$ cat src/rtl/adder_pipe_if.sv
// adder_pipe_if: operand/result handshake bundle for adder_pipe
interface adder_pipe_if #(parameter int WIDTH = 128);
  logic             in_valid;
  logic             in_ready;
  logic [WIDTH-1:0] din_one;
  logic [WIDTH-1:0] din_two;
  logic             cin;
  logic             sub;
  logic             out_valid;
  logic             out_ready;
  logic [WIDTH-1:0] sum;
  logic             cout;
  logic             ovf;
  modport master (output in_valid, din_one, din_two, cin, sub, out_ready,
                  input in_ready, out_valid, sum, cout, ovf);
  modport slave (input in_valid, din_one, din_two, cin, sub, out_ready,
                 output in_ready, out_valid, sum, cout, ovf);
endinterface

$ cat src/rtl/adder_pipe.sv
// adder_pipe: segmented pipelined add/subtract with valid/ready; define ADDER_PIPE_OVF_EN for signed overflow
module adder_pipe #(
  parameter int WIDTH = 128,
  parameter int SEG_W = 32
) (
  input logic        clk,
  input logic        rst,
  adder_pipe_if.slave bus
);
  localparam int STAGES = WIDTH / SEG_W;
  logic advance;
  assign advance = !bus.out_valid || bus.out_ready;
  assign bus.in_ready = advance;
  for (genvar k = 0; k < STAGES; k++) begin : g_stg
    // stage k sees only the operand bits it and later stages still need
    localparam int SRC_W = WIDTH - k * SEG_W;
    logic                   v_in;
    logic                   ci_in;
    logic [SRC_W-1:0]       a_in;
    logic [SRC_W-1:0]       b_in;
    logic [SEG_W:0]         r;
    logic [(k+1)*SEG_W-1:0] s_d;
    logic [(k+1)*SEG_W-1:0] s_q;
    logic                   v_q;
    logic                   c_q;
    assign r = {1'b0, a_in[SEG_W-1:0]} + {1'b0, b_in[SEG_W-1:0]} + (SEG_W+1)'(ci_in);
    if (k == 0) begin : g_head
      assign v_in  = bus.in_valid;
      assign ci_in = bus.cin ^ bus.sub;
      assign a_in  = bus.din_one;
      assign b_in  = bus.din_two ^ {WIDTH{bus.sub}};
      assign s_d   = r[SEG_W-1:0];
    end else begin : g_body
      logic [SRC_W-1:0] a_q;
      logic [SRC_W-1:0] b_q;
      always_ff @(posedge clk)
        if (rst) begin
          a_q <= '0;
          b_q <= '0;
        end else if (advance) begin
          a_q <= g_stg[k-1].a_in[SRC_W+SEG_W-1:SEG_W];
          b_q <= g_stg[k-1].b_in[SRC_W+SEG_W-1:SEG_W];
        end
      assign v_in  = g_stg[k-1].v_q;
      assign ci_in = g_stg[k-1].c_q;
      assign a_in  = a_q;
      assign b_in  = b_q;
      assign s_d   = {r[SEG_W-1:0], g_stg[k-1].s_q};
    end
    always_ff @(posedge clk)
      if (rst) begin
        v_q <= 1'b0;
        c_q <= 1'b0;
        s_q <= '0;
      end else if (advance) begin
        v_q <= v_in;
        c_q <= r[SEG_W];
        s_q <= s_d;
      end
    if (k == STAGES - 1) begin : g_tail
      assign bus.out_valid = v_q;
      assign bus.cout      = c_q;
      assign bus.sum       = s_q;
`ifdef ADDER_PIPE_OVF_EN
      // the operand sign bits reach the last stage through the skew registers
      logic ovf_q;
      always_ff @(posedge clk)
        if (rst) ovf_q <= 1'b0;
        else if (advance) ovf_q <= (a_in[SRC_W-1] == b_in[SRC_W-1]) && (r[SEG_W-1] != a_in[SRC_W-1]);
      assign bus.ovf = ovf_q;
`else
      assign bus.ovf = 1'b0;
`endif
    end
  end
endmodule

$ cat src/flat_wrapper.sv
// flat-port wrapper written by rule: the top's interface ports become plain ports
module adder_pipe_flat 
#(
  parameter int WIDTH = 128,
  parameter int SEG_W = 32
)
  (clk, rst, bus_in_valid, bus_din_one, bus_din_two, bus_cin, bus_sub, bus_out_ready, bus_in_ready, bus_out_valid, bus_sum, bus_cout, bus_ovf);
  adder_pipe_if #(.WIDTH(WIDTH)) bus_i ();
  input logic clk;
  input logic rst;
  input wire logic [$bits(bus_i.in_valid)-1:0] bus_in_valid;
  input wire logic [$bits(bus_i.din_one)-1:0] bus_din_one;
  input wire logic [$bits(bus_i.din_two)-1:0] bus_din_two;
  input wire logic [$bits(bus_i.cin)-1:0] bus_cin;
  input wire logic [$bits(bus_i.sub)-1:0] bus_sub;
  input wire logic [$bits(bus_i.out_ready)-1:0] bus_out_ready;
  output wire logic [$bits(bus_i.in_ready)-1:0] bus_in_ready;
  output wire logic [$bits(bus_i.out_valid)-1:0] bus_out_valid;
  output wire logic [$bits(bus_i.sum)-1:0] bus_sum;
  output wire logic [$bits(bus_i.cout)-1:0] bus_cout;
  output wire logic [$bits(bus_i.ovf)-1:0] bus_ovf;
  assign bus_i.in_valid = bus_in_valid;
  assign bus_i.din_one = bus_din_one;
  assign bus_i.din_two = bus_din_two;
  assign bus_i.cin = bus_cin;
  assign bus_i.sub = bus_sub;
  assign bus_i.out_ready = bus_out_ready;
  assign bus_in_ready = bus_i.in_ready;
  assign bus_out_valid = bus_i.out_valid;
  assign bus_sum = bus_i.sum;
  assign bus_cout = bus_i.cout;
  assign bus_ovf = bus_i.ovf;
  adder_pipe #(.WIDTH(WIDTH), .SEG_W(SEG_W)) u_core (.clk(clk), .rst(rst), .bus(bus_i));
endmodule
$ cat config.mk
export PLATFORM = sky130hd
export DESIGN_NAME = adder_pipe_flat
export DESIGN_NICKNAME = d
export VERILOG_FILES = /design/src/rtl/adder_pipe_if.sv /design/src/rtl/adder_pipe.sv /design/src/flat_wrapper.sv
export SDC_FILE = /design/constraint.sdc
export NUM_CORES = 2
export LEC_CHECK = 0
export CAP_MARGIN = 15
export CORE_ASPECT_RATIO = 1.1
export CORE_MARGIN = 3
export CORE_UTILIZATION = 55
export DETAILED_ROUTE_END_ITERATION = 6
export GPL_TIMING_DRIVEN = 0
export PLACE_DENSITY = 0.81
export SETUP_SLACK_MARGIN = 0.3
export SYNTH_ARGS = -nofsm -noshare
export SYNTH_HDL_FRONTEND = slang
export SYNTH_SLANG_ARGS = --single-unit
$ cat constraint.sdc
create_clock -name clk -period 5.53 [get_ports clk]
set_input_delay 1.106 -clock clk [delete_from_list [all_inputs] [get_ports clk]]
set_output_delay 1.106 -clock clk [all_outputs]
set_load 0.05 [all_outputs]
==> impl_summary.txt <==
----------------------------------------------------
[Timing]
  Final number of hold-violating endpoints ... 0
  Maximum clock frequency ... 203 MHz
  Worst setup slack after layout ... 0.615 ns
  Worst clock skew ... slightly above 0.02 ns
  Worst max-slew margin expressed relative to the limit ... 0.223
  Number of setup violations in the final report ... 0
  Worst-Margin Slew ... between 1 and 1.5 ns
  Number of max-slew violations in the final report ... 0
  Min Tclk post-route ... between 4 and 5 ns
  Setup repair after global routing missed its margin ... yes
  Final cycle utilization of the critical path ... 0.889

[Worst setup path]
  Required time of the critical path ... 6.02 ns
  Worst-path cell with the longest stage delay ... o41ai_1
  Worst setup path class ... input pin to flip-flop
  Critical Path Sink Type ... flip-flop
  Worst path max stage delay ... roughly 0.64 ns
  Category of the worst setup path launch point ... input pin
  Critical Path, Cell by Cell ... clkbuf_1 -> clkbuf_2 -> clkbuf_2 -> xor2_1 -> fa_1 -> inv_1 -> fa_1 -> nor2b_1 -> o2111ai_1 -> a21boi_1 -> o22a_1 -> a21oi_2 -> o41ai_1 -> o41a_1 -> a2111oi_0 -> nor4_1
  Count of buffer and inverter cells on the critical path ... 4
  Worst-path maximum fanout ... 10
  Crit path max-delay family ... compound AO/OA/AOI/OAI gates
  Critical path data arrival time ... approximately 5.4 ns

[Route]
  DRC violation total after the first TritonRoute iteration ... 2539
  Routed wire length ... 97.9 mm
  Vias ... 29085
  Detailed-route vias per instance ... about 5.6
  ANT nets after route ... 0
  Drt pass-1 iters ... 6
  Drt drc ... 0
  DR WL/cell ... between 15 and 20 um

[Placed design]
  Placed inst area ... 36200 um^2
  Detailed placement HPWL ... 73.3 mm
  Gp weighted congestion ... between 0.9 and 1
  Worst slack after detailed placement ... -0.463 ns
  # port buffers ... 390
  DP Cell Count ... 5082

[Final layout]
  Layout cell share with drive strength beyond 1 ... 0.0332
  Synth-to-layout area growth ... 23.7%
  Fraction of the core area covered by cells at the end of the flow ... 0.689
  Number of fillers in the final layout ... 4559
  Final net count ... 4805
  Final non-filler cell total ... between 5000 and 6000
  Area of all placed cells without fillers ... 38700 um^2

[Clocking]
  Clock Tree Root ... clkbuf_16
  Buffers from clock root to sink, at most ... 3
  CTS tree ... built
  Clock latency at the later pin of the worst-skew pair ... roughly 0.61 ns
  CTS Buf Count ... between 60 and 70
  Clock sink count ... 712
  Worst-path clk slew ... 0.06 ns
  Maximum level of the CTS H-tree ... 3
  Post-CTS Repair Setup Buffers ... 0
  Number of hold buffers added after CTS ... 0

[Floorplan]
  Effective utilization at floorplan ... 0.557
  Std-Cell Core Area ... between 50000 and 60000 um^2
  Die width ... 233 um
  Die area ... about 60000 um^2
  Number of standard-cell rows in the floorplan ... between 90 and 100
  Number of I/O pins ... 394
  Die Ht ... approximately 260 um

[Logic synthesis]
  Primary FF master, synth ... dfxtp_1
  Post-Synthesis Cell Area ... 31200 um^2
  Share of the synthesized area in the top cell type ... 0.456
  Post-synthesis async set-or-reset flop share ... 0
  Post-Synthesis Net Count ... 4335
  Sequential share of the synthesized area ... 0.456
  Unique masters post-synth ... 70
  Number of synthesized register bits ... 712
  Post-synthesis instance total ... 3941
  Post-synthesis cell type with the largest combined area ... dfxtp_1
  Commonest cells in the synthesized netlist ... nand2_1 (1187), dfxtp_1 (712), a21oi_1 (655)
  Average cell area after synthesis ... 7.93 um^2
  Top post-synthesis cells by area ... dfxtp_1 (46%), nand2_1 (14%), a21oi_1 (10%)
  Post-synth EDFFs ... 0
  Synth warn ... 0
  Most repeated cell in the gate-level netlist after synthesis ... nand2_1

[Status]
  Outcome ... finished, final reports clean

[Global route]
  Pin count of the biggest net entering global routing ... 16
  Global-route wire length before repair ... 148 mm
  Via count of the first global-routing pass ... 27644
  Initial antenna violation count ... 2
  Total global routing overflow ... 0
  Global-route total usage across every layer ... 0.314

[Flow run]
  Max-cap viol count ... 0

[Min path]
  Worst hold path class ... flip-flop to flip-flop

[Pwr]
  Pwr/cell area ... approximately 320 nW/um^2
  Worst ir drop on vdd ... about 0.21 mV
  Leakage ... 15.2 nW
  Total power after layout ... between 10 and 15 mW

----------------------------------------------------
==> tightest hold or removal path, cell delays in order (launching register included) <==
cell and delay, ns:
dfxtp_1 0.31, nand2_1 0.05, a21oi_1 0.05
==> kinds of logic after synthesis <==
logic type / after synthesis / share of synthesized area
AO/OA/AOI/OAI: 1061 / 0.198
AND/OR/NAND/NOR: 1506 / 0.191
flip-flops: 712 / 0.456
XOR/XNOR: 228 / 0.0639
buffers and inverters: 301 / 0.0363
adder cells (fa/ha/maj): 132 / 0.0548
other: 1 / 0.000120
==> metrics by stage <==
step,hold slack [ns],setup TNS [ns]
finish,0.450,0
global route,0.466,0
CTS,0.450,0
detailed placement,0.442,-1.62
global placement,0.434,-1.47
floorplan,0.425,0
==> where the power goes <==
group,switching (mW),internal [mW]
logic,1.03,0.751
clock network,2.02,2.97
registers,0.219,5.49
total,3.26,9.20
==> layer usage <==
metal | wire (um) | track usage | vias up
met4 | 4460 | 0.147 | 2
met2 | 45700 | 0.521 | 1055
met3 | 7290 | 0.0501 | 213
li1 | - | - | 14245
met1 | 40400 | 0.400 | 13570
met5 | 12 | 0 | -
==> sequential cells by signal (all words and copies together), names as in the netlist <==
signal / cells
u_core.bus.cout: 1
u_core.bus.out_valid: 1
u_core.bus.sum: 128
u_core.g_stg.a_in: 192
u_core.g_stg.b_in: 192
u_core.g_stg.c_q: 3
u_core.g_stg.s_q: 192
u_core.g_stg.v_q: 3
==> layout by cell type, fill, tap and decap left out, types with 13 or more instances in the layout <==
cell / instances
clkdlybuf4s50_1: 389
ha_1: 124
o21a_1: 13
xor2_1: 83
a21o_1: 55
nor3_1: 18
and3_1: 18
o21ai_1: 16
a21oi_1: 655
o21ai_0: 87
buf_1: 15
clkbuf_1: 249
nand3_1: 34
inv_1: 36
nor2_1: 174
clkbuf_8: 21
dfxtp_1: 712
a31oi_1: 14
clkbuf_16: 71
nand2_1: 1187
o21bai_1: 15
xnor2_1: 145
nand4_1: 19
a211oi_1: 125
==> path summary, 6_finish.rpt <==
kind | slack (ns) | start | cells after the start | end
hold reg to reg | 0.45 | u_core.bus.sum[48]$_SDFFE_PP0P_ | 2 | u_core.bus.sum[48]$_SDFFE_PP0P_
hold / removal | 0.45 | u_core.bus.sum[48]$_SDFFE_PP0P_ | 2 | u_core.bus.sum[48]$_SDFFE_PP0P_
setup / recovery | 0.62 | bus_sub | 16 | u_core.g_stg[0].c_q$_SDFFE_PP0P_
setup reg to reg | 1.83 | u_core.g_stg[3].b_in[0]$_SDFFE_PP0P_ | 11 | u_core.bus.cout$_SDFFE_PP0P_
==> cell type report <==
type | instances | area, um^2 | share of cell area
antenna | 3 | 7.51 | 0.000194
buffer | 264 | 1000 | 0.0260
clock buffer | 100 | 2100 | 0.0542
clock inverter | 24 | 313 | 0.00809
inverter | 37 | 139 | 0.00359
multi-input combinational | 2928 | 15900 | 0.410
sequential | 712 | 14300 | 0.369
tap | 744 | 931 | 0.0241
timing repair buffer | 399 | 4060 | 0.105
==> timing repair <==
item / in CTS / in global routing
hold endpoints to repair: 0 / 0
gates resized for setup: 4 / 3
setup endpoints to repair: 2 / 2
(Power assumes the default switching activity.)
